==> config.mk <==
export PLATFORM = sky130hd
export DESIGN_NAME = knn_vote_flat
export DESIGN_NICKNAME = d
export VERILOG_FILES = /design/src/rtl/knn_vote_if.sv /design/src/rtl/knn_vote.sv /design/src/flat_wrapper.sv
export SDC_FILE = /design/constraint.sdc
export NUM_CORES = 1
export LEC_CHECK = 0
export CAP_MARGIN = 20
export CORE_UTILIZATION = 61
export DETAILED_ROUTE_END_ITERATION = 6
export PLACE_DENSITY = 0.82
export SETUP_SLACK_MARGIN = 0.2
export SYNTH_ARGS = -nofsm -noshare
export SYNTH_HDL_FRONTEND = slang
export SYNTH_SLANG_ARGS = --single-unit
==> constraint.sdc <==
create_clock -name clk -period 5.8 [get_ports clk]
set_input_delay 1.16 -clock clk [delete_from_list [all_inputs] [get_ports clk]]
set_output_delay 1.16 -clock clk [all_outputs]
set_load 0.02 [all_outputs]
==> src/rtl/knn_vote_if.sv <==
`default_nettype none
// ============================================================================
//  Module   : knn_vote_if
//  Purpose  : Sample-in / result-out handshake bundle for the KNN vote stage.
//  Revision : 1.0 - initial release
// ============================================================================
interface knn_vote_if #(
  parameter int DIST_W  = 17,
  parameter int LABEL_W = 4,
  parameter int VOTE_W  = 3
);
  logic               in_valid;
  logic               in_ready;
  logic [DIST_W-1:0]  in_distance;
  logic [LABEL_W-1:0] in_label;
  logic               in_last;
  logic               out_valid;
  logic               out_ready;
  logic [LABEL_W-1:0] out_label;
  logic [VOTE_W-1:0]  out_votes;

  modport master (
    output in_valid, in_distance, in_label, in_last, out_ready,
    input  in_ready, out_valid, out_label, out_votes
  );

  modport slave (
    input  in_valid, in_distance, in_label, in_last, out_ready,
    output in_ready, out_valid, out_label, out_votes
  );
endinterface
`default_nettype wire

==> src/rtl/knn_vote.sv <==
`default_nettype none
// ============================================================================
//  Module   : knn_vote
//  Purpose  : Keeps the K nearest (distance, label) pairs of a query in a
//             sorted list and majority-votes their labels at end of query.
//  Revision : 1.0 - initial release
// ============================================================================
module knn_vote #(
  parameter int DIM_PREC    = 8,
  parameter int K           = 5,
  parameter int LABEL_W     = 4,
  parameter int NUM_CLASSES = 10
) (
  input  logic       clk,
  input  logic       rst,
  knn_vote_if.slave  io_bus
);
  localparam int DIST_W = 2*DIM_PREC+1;
  localparam int VOTE_W = $clog2(K+1);
  localparam logic [LABEL_W-1:0] c_LAST_CLS = LABEL_W'(NUM_CLASSES-1);

  typedef enum logic [1:0] {
    S_COLLECT = 2'd0,
    S_VOTE    = 2'd1,
    S_DONE    = 2'd2
  } state_t;

  state_t r_state, w_state_nxt;

  logic               r_vld  [K];
  logic [DIST_W-1:0]  r_dist [K];
  logic [LABEL_W-1:0] r_lab  [K];

  logic [LABEL_W-1:0] r_cls;
  logic [LABEL_W-1:0] r_best_lab;
  logic [VOTE_W-1:0]  r_best_cnt;
  logic [LABEL_W-1:0] r_out_lab;
  logic [VOTE_W-1:0]  r_out_cnt;

  logic               w_in_ready;
  logic               w_accept;
  logic               w_out_fire;
  logic [VOTE_W-1:0]  w_cnt;
  logic               w_better;

  logic               w_gt        [K];
  logic               w_take_new  [K];
  logic               w_take_prev [K];
  logic               w_prev_vld  [K];
  logic [DIST_W-1:0]  w_prev_dist [K];
  logic [LABEL_W-1:0] w_prev_lab  [K];

  assign w_in_ready = (r_state == S_COLLECT) && !rst;
  assign w_accept   = io_bus.in_valid && w_in_ready;
  assign w_out_fire = (r_state == S_DONE) && io_bus.out_ready;

  // Invalid slots sit at the tail, so they behave as "farther than anything".
  always_comb begin
    for (int i = 0; i < K; i++) begin
      w_gt[i] = !r_vld[i] || (r_dist[i] > io_bus.in_distance);
    end
  end

  for (genvar gi = 0; gi < K; gi++) begin : g_slot
    if (gi == 0) begin : g_head
      assign w_take_new[gi]  = w_gt[gi];
      assign w_take_prev[gi] = 1'b0;
      assign w_prev_vld[gi]  = 1'b0;
      assign w_prev_dist[gi] = '0;
      assign w_prev_lab[gi]  = '0;
    end else begin : g_body
      assign w_take_new[gi]  = w_gt[gi] && !w_gt[gi-1];
      assign w_take_prev[gi] = w_gt[gi-1];
      assign w_prev_vld[gi]  = r_vld[gi-1];
      assign w_prev_dist[gi] = r_dist[gi-1];
      assign w_prev_lab[gi]  = r_lab[gi-1];
    end
  end

  always_comb begin
    w_cnt = '0;
    for (int i = 0; i < K; i++) begin
      if (r_vld[i] && (r_lab[i] == r_cls)) begin
        w_cnt = w_cnt + VOTE_W'(1);
      end
    end
  end

  assign w_better = (w_cnt > r_best_cnt);

  always_ff @(posedge clk) begin
    if (rst) begin
      r_state <= S_COLLECT;
    end else begin
      r_state <= w_state_nxt;
    end
  end

  always_comb begin
    w_state_nxt = r_state;
    case (r_state)
      S_COLLECT: if (w_accept && io_bus.in_last) w_state_nxt = S_VOTE;
      S_VOTE:    if (r_cls == c_LAST_CLS)         w_state_nxt = S_DONE;
      S_DONE:    if (io_bus.out_ready)            w_state_nxt = S_COLLECT;
      default:                                    w_state_nxt = S_COLLECT;
    endcase
  end

  always_ff @(posedge clk) begin
    if (rst) begin
      for (int i = 0; i < K; i++) r_vld[i] <= 1'b0;
      r_cls      <= '0;
      r_best_lab <= '0;
      r_best_cnt <= '0;
      r_out_lab  <= '0;
      r_out_cnt  <= '0;
    end else begin
      case (r_state)
        S_COLLECT: begin
          if (w_accept) begin
            for (int i = 0; i < K; i++) begin
              if (w_take_new[i]) begin
                r_vld[i]  <= 1'b1;
                r_dist[i] <= io_bus.in_distance;
                r_lab[i]  <= io_bus.in_label;
              end else if (w_take_prev[i]) begin
                r_vld[i]  <= w_prev_vld[i];
                r_dist[i] <= w_prev_dist[i];
                r_lab[i]  <= w_prev_lab[i];
              end
            end
            r_cls      <= '0;
            r_best_lab <= '0;
            r_best_cnt <= '0;
          end
        end
        S_VOTE: begin
          r_cls <= r_cls + LABEL_W'(1);
          if (w_better) begin
            r_best_lab <= r_cls;
            r_best_cnt <= w_cnt;
          end
          // Published results only move here, so they hold between queries.
          if (r_cls == c_LAST_CLS) begin
            r_out_lab <= w_better ? r_cls : r_best_lab;
            r_out_cnt <= w_better ? w_cnt : r_best_cnt;
          end
        end
        S_DONE: begin
          if (w_out_fire) begin
            for (int i = 0; i < K; i++) r_vld[i] <= 1'b0;
          end
        end
        default: ;
      endcase
    end
  end

  assign io_bus.in_ready  = w_in_ready;
  assign io_bus.out_valid = (r_state == S_DONE) && !rst;
  assign io_bus.out_label = r_out_lab;
  assign io_bus.out_votes = r_out_cnt;

endmodule
`default_nettype wire

==> src/flat_wrapper.sv <==
// flat-port wrapper written by rule: the top's interface ports become plain ports
module knn_vote_flat 
#(
  parameter int DIM_PREC    = 8,
  parameter int K           = 5,
  parameter int LABEL_W     = 4,
  parameter int NUM_CLASSES = 10
)
  (clk, rst, io_bus_in_valid, io_bus_in_distance, io_bus_in_label, io_bus_in_last, io_bus_out_ready, io_bus_in_ready, io_bus_out_valid, io_bus_out_label, io_bus_out_votes);
  knn_vote_if #(.DIST_W((2*(8)+1)), .LABEL_W(LABEL_W), .VOTE_W(($clog2(K+1)))) io_bus_i ();
  input  logic clk;
  input  logic rst;
  input wire logic [$bits(io_bus_i.in_valid)-1:0] io_bus_in_valid;
  input wire logic [$bits(io_bus_i.in_distance)-1:0] io_bus_in_distance;
  input wire logic [$bits(io_bus_i.in_label)-1:0] io_bus_in_label;
  input wire logic [$bits(io_bus_i.in_last)-1:0] io_bus_in_last;
  input wire logic [$bits(io_bus_i.out_ready)-1:0] io_bus_out_ready;
  output wire logic [$bits(io_bus_i.in_ready)-1:0] io_bus_in_ready;
  output wire logic [$bits(io_bus_i.out_valid)-1:0] io_bus_out_valid;
  output wire logic [$bits(io_bus_i.out_label)-1:0] io_bus_out_label;
  output wire logic [$bits(io_bus_i.out_votes)-1:0] io_bus_out_votes;
  assign io_bus_i.in_valid = io_bus_in_valid;
  assign io_bus_i.in_distance = io_bus_in_distance;
  assign io_bus_i.in_label = io_bus_in_label;
  assign io_bus_i.in_last = io_bus_in_last;
  assign io_bus_i.out_ready = io_bus_out_ready;
  assign io_bus_in_ready = io_bus_i.in_ready;
  assign io_bus_out_valid = io_bus_i.out_valid;
  assign io_bus_out_label = io_bus_i.out_label;
  assign io_bus_out_votes = io_bus_i.out_votes;
  knn_vote #(.DIM_PREC(DIM_PREC), .K(K), .LABEL_W(LABEL_W), .NUM_CLASSES(NUM_CLASSES)) u_core (.clk(clk), .rst(rst), .io_bus(io_bus_i));
endmodule
==> results of run 1 <==
flip-flops by register name (all words and copies together), names as in the netlist:
name / flops
u_core.io_bus.out_label: 4
u_core.io_bus.out_votes: 3
u_core.r_best_cnt: 3
u_core.r_best_lab: 4
u_core.r_cls: 4
u_core.r_dist: 85
u_core.r_lab: 20
u_core.r_state: 2
u_core.r_vld: 5
worst paths after layout:
| kind | slack, ps | startpoint | cells after the start | to |
|---|---|---|---|---|
| max reg2reg | 630 | u_core.r_cls[2]$_SDFFE_PP0P_ | 21 | u_core.r_best_lab[3]$_SDFFE_PP0P_ |
| min | 500 | u_core.io_bus.out_votes[1]$_SDFFE_PP0P_ | 2 | u_core.io_bus.out_votes[1]$_SDFFE_PP0P_ |
| max | 630 | u_core.r_cls[2]$_SDFFE_PP0P_ | 21 | u_core.r_best_lab[3]$_SDFFE_PP0P_ |
| min reg2reg | 500 | u_core.io_bus.out_votes[1]$_SDFFE_PP0P_ | 2 | u_core.io_bus.out_votes[1]$_SDFFE_PP0P_ |
layout by cell type (no fill, tap or decap), types with 3 or more instances in the layout:
master	netlist	routed
inv_1	34	34
nand2_1	58	58
a22oi_1	4	4
ha_1	94	94
nand3b_1	3	3
and4_1	5	5
nand4b_1	4	4
and3_1	3	3
clkinv_2	0	4
clkbuf_1	7	4
nand2b_1	10	10
a221oi_1	3	3
nor4_1	4	4
edfxtp_1	106	106
a2111oi_0	3	3
mux2_4	15	15
o21ai_0	37	37
bufinv_16	0	3
nor2_1	31	31
mux2_2	45	45
buf_4	2	16
a21o_1	5	5
nand4_1	19	19
dfxtp_1	24	24
a211oi_1	9	9
clkdlybuf4s50_1	0	34
clkbuf_16	0	17
a311oi_1	3	3
xor2_1	11	11
mux2i_1	5	5
xnor2_1	14	14
a31oi_1	7	7
a21oi_1	39	39
nand3_1	11	11
nor3_1	11	11
power groups by stage:
stage	logic, mW	registers, mW	clock network (mW)
3_3_place_gp	0.473	1.21	0
2_1_floorplan	0.343	1.19	0
4_1_cts	0.506	1.20	1.07
5_1_grt	0.560	1.21	1.11
6_report	0.511	1.20	1.07
3_5_place_dp	0.498	1.22	0
cells by family (layout without fill, tap and decap cells):
logic type	Yosys count	in the layout
simple gates	173	173
flops	130	130
xor+xnor	25	25
compound gates	124	124
fa+ha+maj	94	94
mux	65	65
buf+inv	55	116
worst register-to-register path: stages, from the launching register on:
cell	delay, ps
dfxtp_1	600
xor2_1	150
nor3_1	190
and3_1	210
inv_1	50
ha_1	190
or3_1	400
nand2_1	80
ha_1	230
nor3_1	250
a31oi_1	90
ha_1	300
mux2i_1	220
inv_1	70
ha_1	310
nor2b_1	160
o21ai_0	160
a32oi_2	530
and2_0	410
a21oi_1	180
a22oi_1	210
nor2_1	70
through the flow:
stage,instances,util (%),cell area [um2],worst slack (ps)
after floorplan,666,-,7750,1430
after global placement,863,68.0,8310,1130
after detailed placement,863,68.0,8310,807
after CTS,895,72.8,8890,676
after global routing,895,72.8,8890,286
final,895,72.8,8890,626
area by class of cell:
type / instances / area share [%]
inverter: 34 / 1.44
sequential: 130 / 41.2
clock buffer: 21 / 4.96
timing repair buffer: 50 / 5.18
tap: 168 / 2.37
multi-input combinational: 481 / 43.3
clock inverter: 11 / 1.55
layer usage:
layer	part of all wire [%]	GRT usage, %	up-vias	routed length, um
met3	6.5	5.45	33	1190
met5	0	0	-	0
met2	49	49.2	236	8910
met4	1.6	9.78	0	297
li1	-	-	2620	-
met1	43	39.2	2739	7920
==> qor.txt, run 1 <==
Leak: 3.56 nW
Register area share after synthesis: 47.3%
Count leader, synth: edfxtp_1
Share of cells above drive strength 1: 15.4%
Layout Skew: 5.49 ps
Final Setup Violations: 0
Setup TNS: 0 ps
Clock transition at path regs: 60 ps
Flop and latch count out of synthesis: 130
DRT iter0 DRCs: 577
Int Pwr: 2.02 mW
Largest net degree at the start of global routing: 30
Period minus WS final: 5170 ps
Crit path DAT: 5480 ps
Synth-to-layout area growth: 14.7%
Setup Buffers After CTS: 0
FFs w/ async S/R, synth: 0%
Final hold viol count: 0
ANT nets after route: 0
Synth unique cells: 58
Vias in the first global route: 5509
Switching power: 0.756 mW
Top cells by count, synth: edfxtp_1, ha_1, nand2_1
Mux cell area share after synthesis: 10.1%
PostCTS Resize Cnt: 0
Die Y: 115 um
Switch share: 27.2%
Crit path buf inv count: 2
Die area: 13200 um2
Largest cells by area after synthesis: edfxtp_1, ha_1, mux2_2, dfxtp_1, mux2_4
Prevailing post-synth register cell: edfxtp_1
Clk pwr share: 38.4%
Register Area: 3660 um2
Starting Density: 63.5%
Post-synthesis xor/xnor area fraction: 2.82%
Min Hold Slack: 500 ps
Router iterations before antenna repair: 5
WS Path Type: flip-flop to flip-flop
CTS tree: built
IO Count: 35
Max-Cap Viols: 0
RSZ-0062 raised after global routing: false
GP Congestion: 0.872
Core Rows: 40
Mean Syn Cell Area: 11.6 um2
Initial antenna violation count: 0
Slew Limit Fails: 0
Yosys top cell by area: edfxtp_1
Adder-Cell Fraction of Synth Area: 15.2%
Crit. End Element: flip-flop
Yosys top cell area share: 41.1%
Seq pwr share: 43.2%
Remaining DRCs: 0
Maximum clock frequency: 0.193 GHz
Fin crit share: 89.2%
Syn_nets: 786
Slowest-stage cell, CP: dfxtp_1
Critical path cell sequence: xor2_1 > nor3_1 > and3_1 > inv_1 > ha_1 > or3_1 > nand2_1 > ha_1 > nor3_1 > a31oi_1 > ha_1 > mux2i_1 > inv_1 > ha_1 > nor2b_1 > o21ai_0 > a32oi_2 > and2_0 > a21oi_1 > a22oi_1 > nor2_1
P per Cell Area: 312 nW/um2
Largest family of logic cells by synthesized area: adder cells
Slew @ Worst Pin: 978 ps
First-pass GRT wire length: 28.7 mm
Post-synthesis cell count: 666
GRT overflow: 0
Final wirelength: 18.3 mm
Floorplan core area: 12200 um2
CTS sink cnt: 130
Die X: 115 um
Mapped Area: 7750 um2
Clk_lat worst skew: 430 ps
Root buf cell: clkbuf_16
Slew headroom: 33.1%
Wire length per cell: 20.5 um
Layout Nets: 834
YS warnings: 0
Tot GR Track Use: 29.5%
Area of the multi-input gates: 3850 um2
Cell mode on critical path: ha_1
DR vias: 5628
CTS max path bufs: 2
Comb pwr share: 18.4%
Worst path required time: 6110 ps
Drt via density: 6.29
Slowest stage delay, CP: 600 ps
Total CTS buffers: 17
Compound-Gate Fraction of Synth Area: 10.2%
Fillers: 879
Hold WC Path Type: flip-flop to flip-flop
Post-synth EDFFs: 106
Status: completed
CP top delay family: simple AND/OR/NAND/NOR gates
Port bufs: 34
Htree depth: 4
Crit-path max FO: 11
VDD IR max: 0.226 mV
Simple-gate portion of the synthesized area: 11.3%
Tot Pwr: 2.78 mW
Dpl hpwl: 13.2 mm
CTS Hold Buffers Added: 0
ANT cells: 0
CP startpoint kind: flip-flop
(Power assumes the default switching activity.)
==> run 2, diff against run 1 <==
CAP_MARGIN = default   (was 20)
==> results of run 2 <==
Final layout, timing and power as in run 1 (identical DEF).
==> run 3, diff against run 2 <==
==> constraint.sdc (replaced) <==
create_clock -name clk -period 5.8 [get_ports clk]
set_input_delay 1.45 -clock clk [delete_from_list [all_inputs] [get_ports clk]]
set_output_delay 1.45 -clock clk [all_outputs]
set_load 0.02 [all_outputs]
==> run 3 against run 2 <==
  * Maximum frequency grew 3.6%
  * Non-clock buffer count fell by 3
  * Clock power is 7% higher
  * Cell count fell by 0.34%
  * Clock skew rose by 4.8 ps
==> qor.txt, run 3 (synthesis results as in run 1) <==
Status: completed
Layout Nets: 831 (-0.36%)
Period minus WS final: 5000 ps (-178 ps)
Vias in the first global route: 5642 (+2.4%)
Total CTS buffers: 17 (unchanged)
Crit. End Element: flip-flop
Max-Cap Viols: 0 (unchanged)
IO Count: 35 (unchanged)
Die Y: 115 um (unchanged)
Worst path required time: 6110 ps (about the same)
Final hold viol count: 0 (unchanged)
Htree depth: 4 (unchanged)
Share of cells above drive strength 1: 15.1% (-0.35 points)
ANT cells: 0 (unchanged)
P per Cell Area: 321 nW/um2 (+2.6%)
Slew Limit Fails: 0 (unchanged)
GRT overflow: 0 (unchanged)
Setup TNS: 0 ps (unchanged)
Clock transition at path regs: 60 ps (about the same)
Final wirelength: 18.6 mm (+1.4%)
Maximum clock frequency: 0.200 GHz (+3.6%)
Drt via density: 6.26 (-0.47%)
ANT nets after route: 0 (unchanged)
First-pass GRT wire length: 29.6 mm (+3.2%)
WS Path Type: flip-flop to flip-flop
CP startpoint kind: flip-flop
CTS max path bufs: 2 (unchanged)
DRT iter0 DRCs: 555 (-3.8%)
Tot GR Track Use: 30.5% (+0.99 points)
VDD IR max: 0.262 mV (+16%)
Router iterations before antenna repair: 6 (+1)
Floorplan core area: 12200 um2 (unchanged)
Fin crit share: 86.1% (-3.1 points)
Largest net degree at the start of global routing: 30 (unchanged)
PostCTS Resize Cnt: 0 (unchanged)
Max FFs per register: 85 (unchanged)
Core Rows: 40 (unchanged)
Clk_lat worst skew: 430 ps (about the same)
Slew @ Worst Pin: 734 ps (-244 ps)
Final core occ: 73.1% (+0.28 points)
Layout Skew: 10.2 ps (+4.75 ps)
Wire length per cell: 20.8 um (+1.7%)
Reg2reg start: u_core.r_cls[1]$_SDFFE_PP0P_
Final Setup Violations: 0 (unchanged)
Hold WC Path Type: flip-flop to flip-flop
Crit-path max FO: 11 (unchanged)
Hold Path Origin: u_core.io_bus.out_votes[1]$_SDFFE_PP0P_
Initial antenna violation count: 0 (unchanged)
Synth-to-layout area growth: 15.1%
GP Congestion: 0.884 (+1.4%)
CTS Hold Buffers Added: 0 (unchanged)
Highest-count cells in the layout ignoring fill and taps: edfxtp_1, ha_1, nand2_1
Remaining DRCs: 0 (unchanged)
Crit path DAT: 5300 ps (-180 ps)
Min Hold Slack: 499 ps (-0.502 ps)
Leak: 3.58 nW (+0.38%)
Dpl hpwl: 13.4 mm (+1.3%)
Slew headroom: 49.8% (+17 points)
Starting Density: 63.5% (unchanged)
Die area: 13200 um2 (unchanged)
Setup Buffers After CTS: 0 (unchanged)
RSZ-0062 raised after global routing: false
Port bufs: 34 (unchanged)
Root buf cell: clkbuf_16
CP Launch Point: u_core.r_cls[1]$_SDFFE_PP0P_
DR vias: 5583 (-0.80%)
Largest regs: u_core.r_dist x85, u_core.r_lab x20, u_core.r_vld x5
CTS tree: built
Most flops, register: u_core.r_dist
CTS sink cnt: 130 (unchanged)
Most common cell after layout, fill and taps aside: edfxtp_1
Die X: 115 um (unchanged)
## run 3: per-stage QoR
| stage | worst slack [ps] | power, mW | instance area (um2) | instances |
|---|---|---|---|---|
| 2_1_floorplan | 1430 | 1.53 | 7750 | 666 |
| 3_3_place_gp | 875 | 1.69 | 8300 | 860 |
| 3_5_place_dp | 809 | 1.72 | 8300 | 860 |
| 4_1_cts | 868 | 2.86 | 8920 | 892 |
| 5_1_grt | 519 | 2.96 | 8920 | 892 |
| 6_report | 804 | 2.86 | 8920 | 892 |
## run 3: final cells by class
cell class,instances,area (um2)
Tap cell,168,210
Clock inverter,14,193
Inverter,34,128
Fill cell,865,3290
Timing Repair Buffer,47,450
Sequential cell,130,3660
Clock buffer,18,429
Multi-Input combinational cell,481,3850
## run 3: power by group
group	switching, mW	total, mW	internal (mW)
clock network	0.394	1.15	0.751
registers	0.0645	1.20	1.14
logic	0.299	0.512	0.212
## run 3: path summary, 6_finish.rpt
kind,end,slack (ps),cells after the start
max,u_core.r_best_lab[2]$_SDFFE_PP0P_,800,21
min reg2reg,u_core.io_bus.out_votes[1]$_SDFFE_PP0P_,500,2
min,u_core.io_bus.out_votes[1]$_SDFFE_PP0P_,500,2
max reg2reg,u_core.r_best_lab[2]$_SDFFE_PP0P_,800,21
## run 3: worst max-delay path, cell delays in order, from the launching register on
cell and delay (ps):
dfxtp_1 650, xor2_1 130, nor3_1 130, and3_1 200, inv_1 50, ha_1 190
or3_1 380, nand2_1 70, ha_1 230, nor3_1 180, a31oi_1 80, ha_1 310
mux2i_1 180, inv_1 70, ha_1 310, nor2b_1 160, o21ai_0 160, a32oi_2 540
and2_0 390, a21oi_1 160, a22oi_1 210, nor2_1 60
## run 3: metal layers
| layer | global-route usage, % | vias to the layer above | routed length, um |
|---|---|---|---|
| met3 | 7.41 | 45 | 1280 |
| met5 | 0 | - | 0 |
| met4 | 11.2 | 0 | 428 |
| li1 | - | 2614 | - |
| met1 | 38.8 | 2698 | 7950 |
| met2 | 50.9 | 226 | 8920 |
